File: config.mk
export PLATFORM = sky130hd
export DESIGN_NAME = cache_fill_ctrl
export DESIGN_NICKNAME = d
export VERILOG_FILES = /design/src/rtl/cache_pkg.sv /design/src/rtl/mem_timeout_ctr.sv /design/src/rtl/cache_fill_ctrl.sv
export SDC_FILE = /design/constraint.sdc
export NUM_CORES = 1
export LEC_CHECK = 0
export CORE_AREA = 2 2 106 108
export CTS_CLUSTER_DIAMETER = 150
export CTS_CLUSTER_SIZE = 8
export DETAILED_ROUTE_END_ITERATION = 7
export DIE_AREA = 0 0 108 110
export DONT_BUFFER_PORTS = 1
export HOLD_SLACK_MARGIN = 0.05
export PLACE_DENSITY = 0.67
export SYNTH_ARGS = -nofsm -noshare
export SYNTH_HDL_FRONTEND = slang
export SYNTH_SLANG_ARGS = --single-unit
File: constraint.sdc
create_clock -name clk -period 1.6 [get_ports clk]
set_input_delay 0.4 -clock clk [delete_from_list [all_inputs] [get_ports clk]]
set_output_delay 0.4 -clock clk [all_outputs]
set_load 0.02 [all_outputs]
File: src/rtl/cache_pkg.sv
// Shared definitions for the cache fill controller: FSM states and default sizes.
package cache_pkg;

    localparam int unsigned ADDR_WIDTH  = 32;
    localparam int unsigned VALUE_WIDTH = 32;
    localparam int unsigned TAG_WIDTH   = 2;
    localparam int unsigned WORD_OFFSET = 2;
    localparam int unsigned MEM_TIMEOUT = 255;

    typedef enum logic [2:0] {
        IDLE,
        LOOKUP,
        HIT_DATA,
        MEM_REQ,
        MEM_WAIT,
        FILL,
        INVAL,
        RESP
    } state_e;

endpackage

File: src/rtl/mem_timeout_ctr.sv
// Clear/enable cycle counter bounding the wait for a memory response.
module mem_timeout_ctr #(
    parameter int unsigned MEM_TIMEOUT = 255
) (
    input  logic clk_i,
    input  logic rst_ni,
    input  logic clr_i,
    input  logic en_i,
    output logic expired_o
);

    localparam int unsigned CW = (MEM_TIMEOUT > 1) ? $clog2(MEM_TIMEOUT + 1) : 1;

    logic [CW-1:0] count_q, count_d;

    always_comb begin
        count_d = count_q;
        if (clr_i) begin
            count_d = '0;
        end else if (en_i) begin
            count_d = count_q + CW'(1);
        end
    end

    always_ff @(posedge clk_i or negedge rst_ni) begin
        if (!rst_ni) begin
            count_q <= '0;
        end else begin
            count_q <= count_d;
        end
    end

    // Flags the enabled cycle whose increment reaches MEM_TIMEOUT, so the wait lasts exactly MEM_TIMEOUT cycles.
    assign expired_o = en_i && !clr_i && (count_q == CW'(MEM_TIMEOUT - 1));

endmodule

File: src/rtl/cache_fill_ctrl.sv
// Load/store front end for the 4-line cache: probe, miss fill, write-through with allocate.
module cache_fill_ctrl #(
    parameter int unsigned ADDR_WIDTH  = cache_pkg::ADDR_WIDTH,
    parameter int unsigned VALUE_WIDTH = cache_pkg::VALUE_WIDTH,
    parameter int unsigned TAG_WIDTH   = cache_pkg::TAG_WIDTH,
    parameter int unsigned MEM_TIMEOUT = cache_pkg::MEM_TIMEOUT
) (
    input  logic                   clk,
    input  logic                   rst,
    input  logic                   req_valid,
    input  logic                   req_write,
    input  logic [ADDR_WIDTH-1:0]  req_addr,
    input  logic [VALUE_WIDTH-1:0] req_wdata,
    output logic                   req_ready,
    output logic                   resp_valid,
    output logic [VALUE_WIDTH-1:0] resp_data,
    output logic                   resp_err,
    output logic [TAG_WIDTH-1:0]   cache_tag,
    output logic [VALUE_WIDTH-1:0] cache_value,
    output logic                   cache_RD_,
    output logic                   cache_WR_,
    output logic                   cache_invalidate,
    input  logic                   cache_miss,
    input  logic [VALUE_WIDTH-1:0] cache_rdata,
    output logic                   mem_req_valid,
    input  logic                   mem_req_ready,
    output logic                   mem_we,
    output logic [ADDR_WIDTH-1:0]  mem_addr,
    output logic [VALUE_WIDTH-1:0] mem_wdata,
    input  logic                   mem_rsp_valid,
    input  logic [VALUE_WIDTH-1:0] mem_rdata,
    input  logic                   mem_rsp_err
);

    import cache_pkg::*;

    localparam logic [ADDR_WIDTH-1:0] WORD_MASK = ~ADDR_WIDTH'((1 << WORD_OFFSET) - 1);

    state_e                 state_q, state_d;
    logic [ADDR_WIDTH-1:0]  addr_q;
    logic [VALUE_WIDTH-1:0] wdata_q;
    logic [VALUE_WIDTH-1:0] rdata_q;
    logic                   write_q;
    logic                   err_q;

    logic ctr_clr;
    logic ctr_en;
    logic ctr_expired;

    mem_timeout_ctr #(
        .MEM_TIMEOUT(MEM_TIMEOUT)
    ) u_timeout (
        .clk_i    (clk),
        .rst_ni   (rst),
        .clr_i    (ctr_clr),
        .en_i     (ctr_en),
        .expired_o(ctr_expired)
    );

    assign cache_tag = addr_q[WORD_OFFSET +: TAG_WIDTH];
    assign mem_addr  = addr_q & WORD_MASK;
    assign mem_wdata = wdata_q;

    always_comb begin
        state_d          = state_q;
        req_ready        = 1'b0;
        resp_valid       = 1'b0;
        resp_data        = '0;
        resp_err         = 1'b0;
        cache_value      = '0;
        cache_RD_        = 1'b1;
        cache_WR_        = 1'b1;
        cache_invalidate = 1'b0;
        mem_req_valid    = 1'b0;
        mem_we           = 1'b0;
        ctr_clr          = 1'b0;
        ctr_en           = 1'b0;

        unique case (state_q)
            IDLE: begin
                req_ready = 1'b1;
                if (req_valid) begin
                    state_d = req_write ? MEM_REQ : LOOKUP;
                end
            end
            LOOKUP: begin
                cache_RD_ = 1'b0;
                state_d   = cache_miss ? MEM_REQ : HIT_DATA;
            end
            HIT_DATA: begin
                state_d = RESP;
            end
            MEM_REQ: begin
                mem_req_valid = 1'b1;
                mem_we        = write_q;
                ctr_clr       = 1'b1;
                if (mem_req_ready) begin
                    state_d = MEM_WAIT;
                end
            end
            MEM_WAIT: begin
                ctr_en = 1'b1;
                // A response on the expiry cycle takes precedence over the timeout.
                if (mem_rsp_valid) begin
                    state_d = mem_rsp_err ? INVAL : FILL;
                end else if (ctr_expired) begin
                    state_d = INVAL;
                end
            end
            FILL: begin
                cache_WR_   = 1'b0;
                cache_value = write_q ? wdata_q : rdata_q;
                state_d     = RESP;
            end
            INVAL: begin
                cache_invalidate = 1'b1;
                state_d          = RESP;
            end
            RESP: begin
                resp_valid = 1'b1;
                resp_data  = rdata_q;
                resp_err   = err_q;
                state_d    = IDLE;
            end
            default: begin
                state_d = IDLE;
            end
        endcase
    end

    always_ff @(posedge clk or negedge rst) begin
        if (!rst) begin
            state_q <= IDLE;
        end else begin
            state_q <= state_d;
        end
    end

    // rdata_q only ever holds load data, so stores and errors respond with zero.
    always_ff @(posedge clk or negedge rst) begin
        if (!rst) begin
            addr_q  <= '0;
            wdata_q <= '0;
            rdata_q <= '0;
            write_q <= 1'b0;
            err_q   <= 1'b0;
        end else begin
            if (state_q == IDLE && req_valid) begin
                addr_q  <= req_addr;
                wdata_q <= req_wdata;
                write_q <= req_write;
                rdata_q <= '0;
                err_q   <= 1'b0;
            end
            if (state_q == HIT_DATA) begin
                rdata_q <= cache_rdata;
            end
            if (state_q == MEM_WAIT) begin
                if (mem_rsp_valid && !mem_rsp_err) begin
                    if (!write_q) begin
                        rdata_q <= mem_rdata;
                    end
                end else if (mem_rsp_valid || ctr_expired) begin
                    err_q <= 1'b1;
                end
            end
        end
    end

endmodule

==> qor.csv <==
stage;metric;value;unit
run_status;status;complete, but fails checks;
run_status;violations;negative hold slack, negative setup slack;
grt;grt_max_degree;108;
setup_path;regToRegEndpoint;addr_q[16];
synth;synthCells;510;
cells_and_area;nNetsFinal;687;
setup_path;worst-path-max-fanout;11;
setup_path;crit_type;reg -> out;
pwr;leakage;3.02;nW
synth;synthesis.area;5350;um2
placement;place_congestion;0.762;
route;first_pass_iters;4;
floorplan;core;10700;um2
setup_path;cp_cell_sequence;nor2b_4 > nand2_8 > buf_12 > nor2_4;
synth;ys_ff_latch;107;
route;drc;0;
route;routed_via_density;6.16;
synth;syn_area_per_cell;10.5;um2
flow_run;drv_cap;0;
clock_tree;clk_latency;0.37;ns
hold_path;hp-class;in -> async;
clock_tree;cts.htree.levels;3;
pwr;powerDensity;2120;nW/um2
synth;synth_area_leaders;dfrtp_1 50%, mux2_2 13%, mux2i_1 6.2%, and2_1 4.1%, a31oi_1 3.9%;
timing;rsz0062_at_grt;true;
setup_path;critPathRequiredTime;1.20;ns
grt;grt_util_all_layers;28.8;%
setup_path;startpoint_type;flop;
clock_tree;clock_path_buffers;2;
synth;synth_commonest_cells;107 x dfrtp_1, 63 x mux2_2, 40 x nand2_1, 39 x nor2_1, 37 x o21ai_0;
floorplan;start_util;50.0;%
timing;worst_slack;-0.317;ns
floorplan;die_x;108;um
synth;synth_largest_area_cell;dfrtp_1;
timing;hold_violations;107;
floorplan;num_rows;38;
setup_path;startpoint;state_q[1];
placement;dpl_cell_area;5980;um2
setup_path;crit_path_end;cache_value[8];
clock_tree;cts-root-buf;clkbuf_8;
synth;ys_seq_area_share;50.1;%
clock_tree;cts_tree;yes;
placement;dp_hpwl;11000;um
setup_path;cpPeakStageDelay;0.47;ns
timing;setup_viol;169;
setup_path;r2r-start;state_q[0];
grt;overflow;0;
synth;yosysWarnings;0;
grt;first_global_vias;4443;
synth;synth_cell_types;44;
cells_and_area;fin_area;7150;um2
placement;place.port_buffers;0;
grt;grt-busiest-layer;met2;
pwr;ir_drop;1.23;mV
grt;grt_use_met2;50.0;%
floorplan;io_pins;274;
cells_and_area;areaGrowthSynthToFinish;33.7;%
synth;synth-edff-count;0;
floorplan;dieArea;11900;um2
setup_path;critPathBufInv;1;
timing;fmax;0.522;GHz
grt;grt_use_met1;34.0;%
clock_tree;clkSinkCount;107;
synth;synth_flop_cell;dfrtp_1;
clock_tree;numCtsBuffers;9;
route;wl_per_cell;25.0;um
synth;synth.top_cell.area_share;50.1;%
setup_path;worstSetupPathDepth;4;
floorplan;die_h;110;um
route;drt_iter0_drc;196;
timing;fin_crit;1.92;ns
clock_tree;path_clk_slew;0.09;ns
timing;holdWs;-0.279;ns
grt;grt_first_pass_wirelength;25400;um
setup_path;end_kind;primary output;
grt;met3_usage;7.41;%
route;wirelength;17400;um
synth;yosysMostFrequentCell;dfrtp_1;
cells_and_area;drive_above_1_share;43.0;%
route;num_vias;4270;
timing;post-route-period-util;120;%
timing;clock_skew;0.0125;ns
grt;antenna_found_initial;0;
setup_path;slowest_stage;dfrtp_2;
setup_path;rrSetupSlack;-0.21;ns
setup_path;critPathTopFamily;simple AND/OR/NAND/NOR gates;
timing;drv_slew;0;
setup_path;crit_arrival;1.52;ns
pwr;power;15.2;mW
setup_path;ff2ff_path_depth;8;
cells_and_area;diodes;0;
synth;async_flop_share;100;%
route;ant_nets;0;
==> worst reg2reg max path, cell delays in order (launching register included) <==
cell and delay [ns]:
dfrtp_2 0.46, buf_6 0.13, buf_6 0.11, nor3_4 0.12, and2_4 0.22, buf_12 0.13
buf_12 0.11, buf_16 0.13, mux2_4 0.31
==> kinds of logic after synthesis <==
| logic type | after synthesis | share of synthesized area, % |
|---|---|---|
| xor+xnor | 1 | 0.164 |
| fa+ha+maj | 2 | 0.468 |
| compound gates | 84 | 9.31 |
| other cells | 1 | 0.0701 |
| buf+inv | 50 | 4.84 |
| flops | 107 | 50.1 |
| simple gates | 169 | 15.6 |
| mux | 96 | 19.4 |
==> registers in the layout (all words and copies together) (netlist names) <==
register and cells:
mem_wdata 32, rdata_q 32, addr_q 30, u_timeout.count_q 8, state_q 3, err_q 1
write_q 1
==> through the flow <==
stage                     util (%)  std cells  hold WS, ns  setup TNS [ns]  setup WS (ns)
after floorplan                  -        511        0.104           -4.95        -0.0598
after global placement        55.9        644        0.107         -0.0996        -0.0140
after detailed placement      55.9        644        0.106          -0.993        -0.0277
after CTS                     65.7        687       -0.313          -34.46         -0.335
after global routing          66.8        693       -0.325          -41.83         -0.377
final                         66.8        693       -0.279          -31.91         -0.317
==> layout by cell type, fill, tap and decap left out, drive strengths merged, types with 2 or more instances in the layout <==
cell      count
clkinvlp      2
o21ai        37
and2         35
and3b         2
clkinv        2
dfrtp       107
mux2         63
mux2i        33
buf          72
inv           4
or3b          2
nand3         3
o31ai         3
a21oi         3
conb          2
ha            2
a31oi        33
nor2         39
clkbuf       11
nand2        40
or2           3
nor3         34
==> cell type report <==
type                            instances  area [um2]
Clock inverter                          5        55.1
Timing Repair Buffer                   73        1040
Clock buffer                           10         128
Fill cell                             815        3550
Tap cell                              140         175
Inverter                                4        15.0
Sequential cell                       107        2680
Multi-Input combinational cell        354        3060
==> where the power goes <==
part           total (mW)  switching (mW)  internal, mW
clock network        1.62           0.907         0.711
registers            6.21            2.26          3.95
logic                7.36            3.54          3.82
total                15.2            6.71          8.48
==> repair_timing <==
action,in CTS,in global routing
gates cloned,10,1
buffers inserted,18,11
pin swaps,24,12
hold endpoints to repair,107,107
setup endpoints to repair,158,172
gates resized for setup,147,38
==> per-layer routing <==
metal | share of wire (%) | vias to the layer above
met2 | 53 | 233
met5 | 0 | -
li1 | - | 1862
met4 | 1.8 | 0
met1 | 37 | 2151
met3 | 8.6 | 24
==> worst min path at each step <==
| stage | start | end | slack (ns) | cells past startpoint |
|---|---|---|---|---|
| final | rst | addr_q[26] | -0.28 | 0 |
| after global routing | rst | rdata_q[9] | -0.32 | 0 |
| after CTS | rst | mem_wdata[7] | -0.31 | 0 |
| after detailed placement | rst | u_timeout.count_q[3] | 0.11 | 0 |
| after global placement | rst | addr_q[26] | 0.11 | 0 |
| after floorplan | rst | addr_q[10] | 0.10 | 0 |
Power figures use the tool's default switching activity.
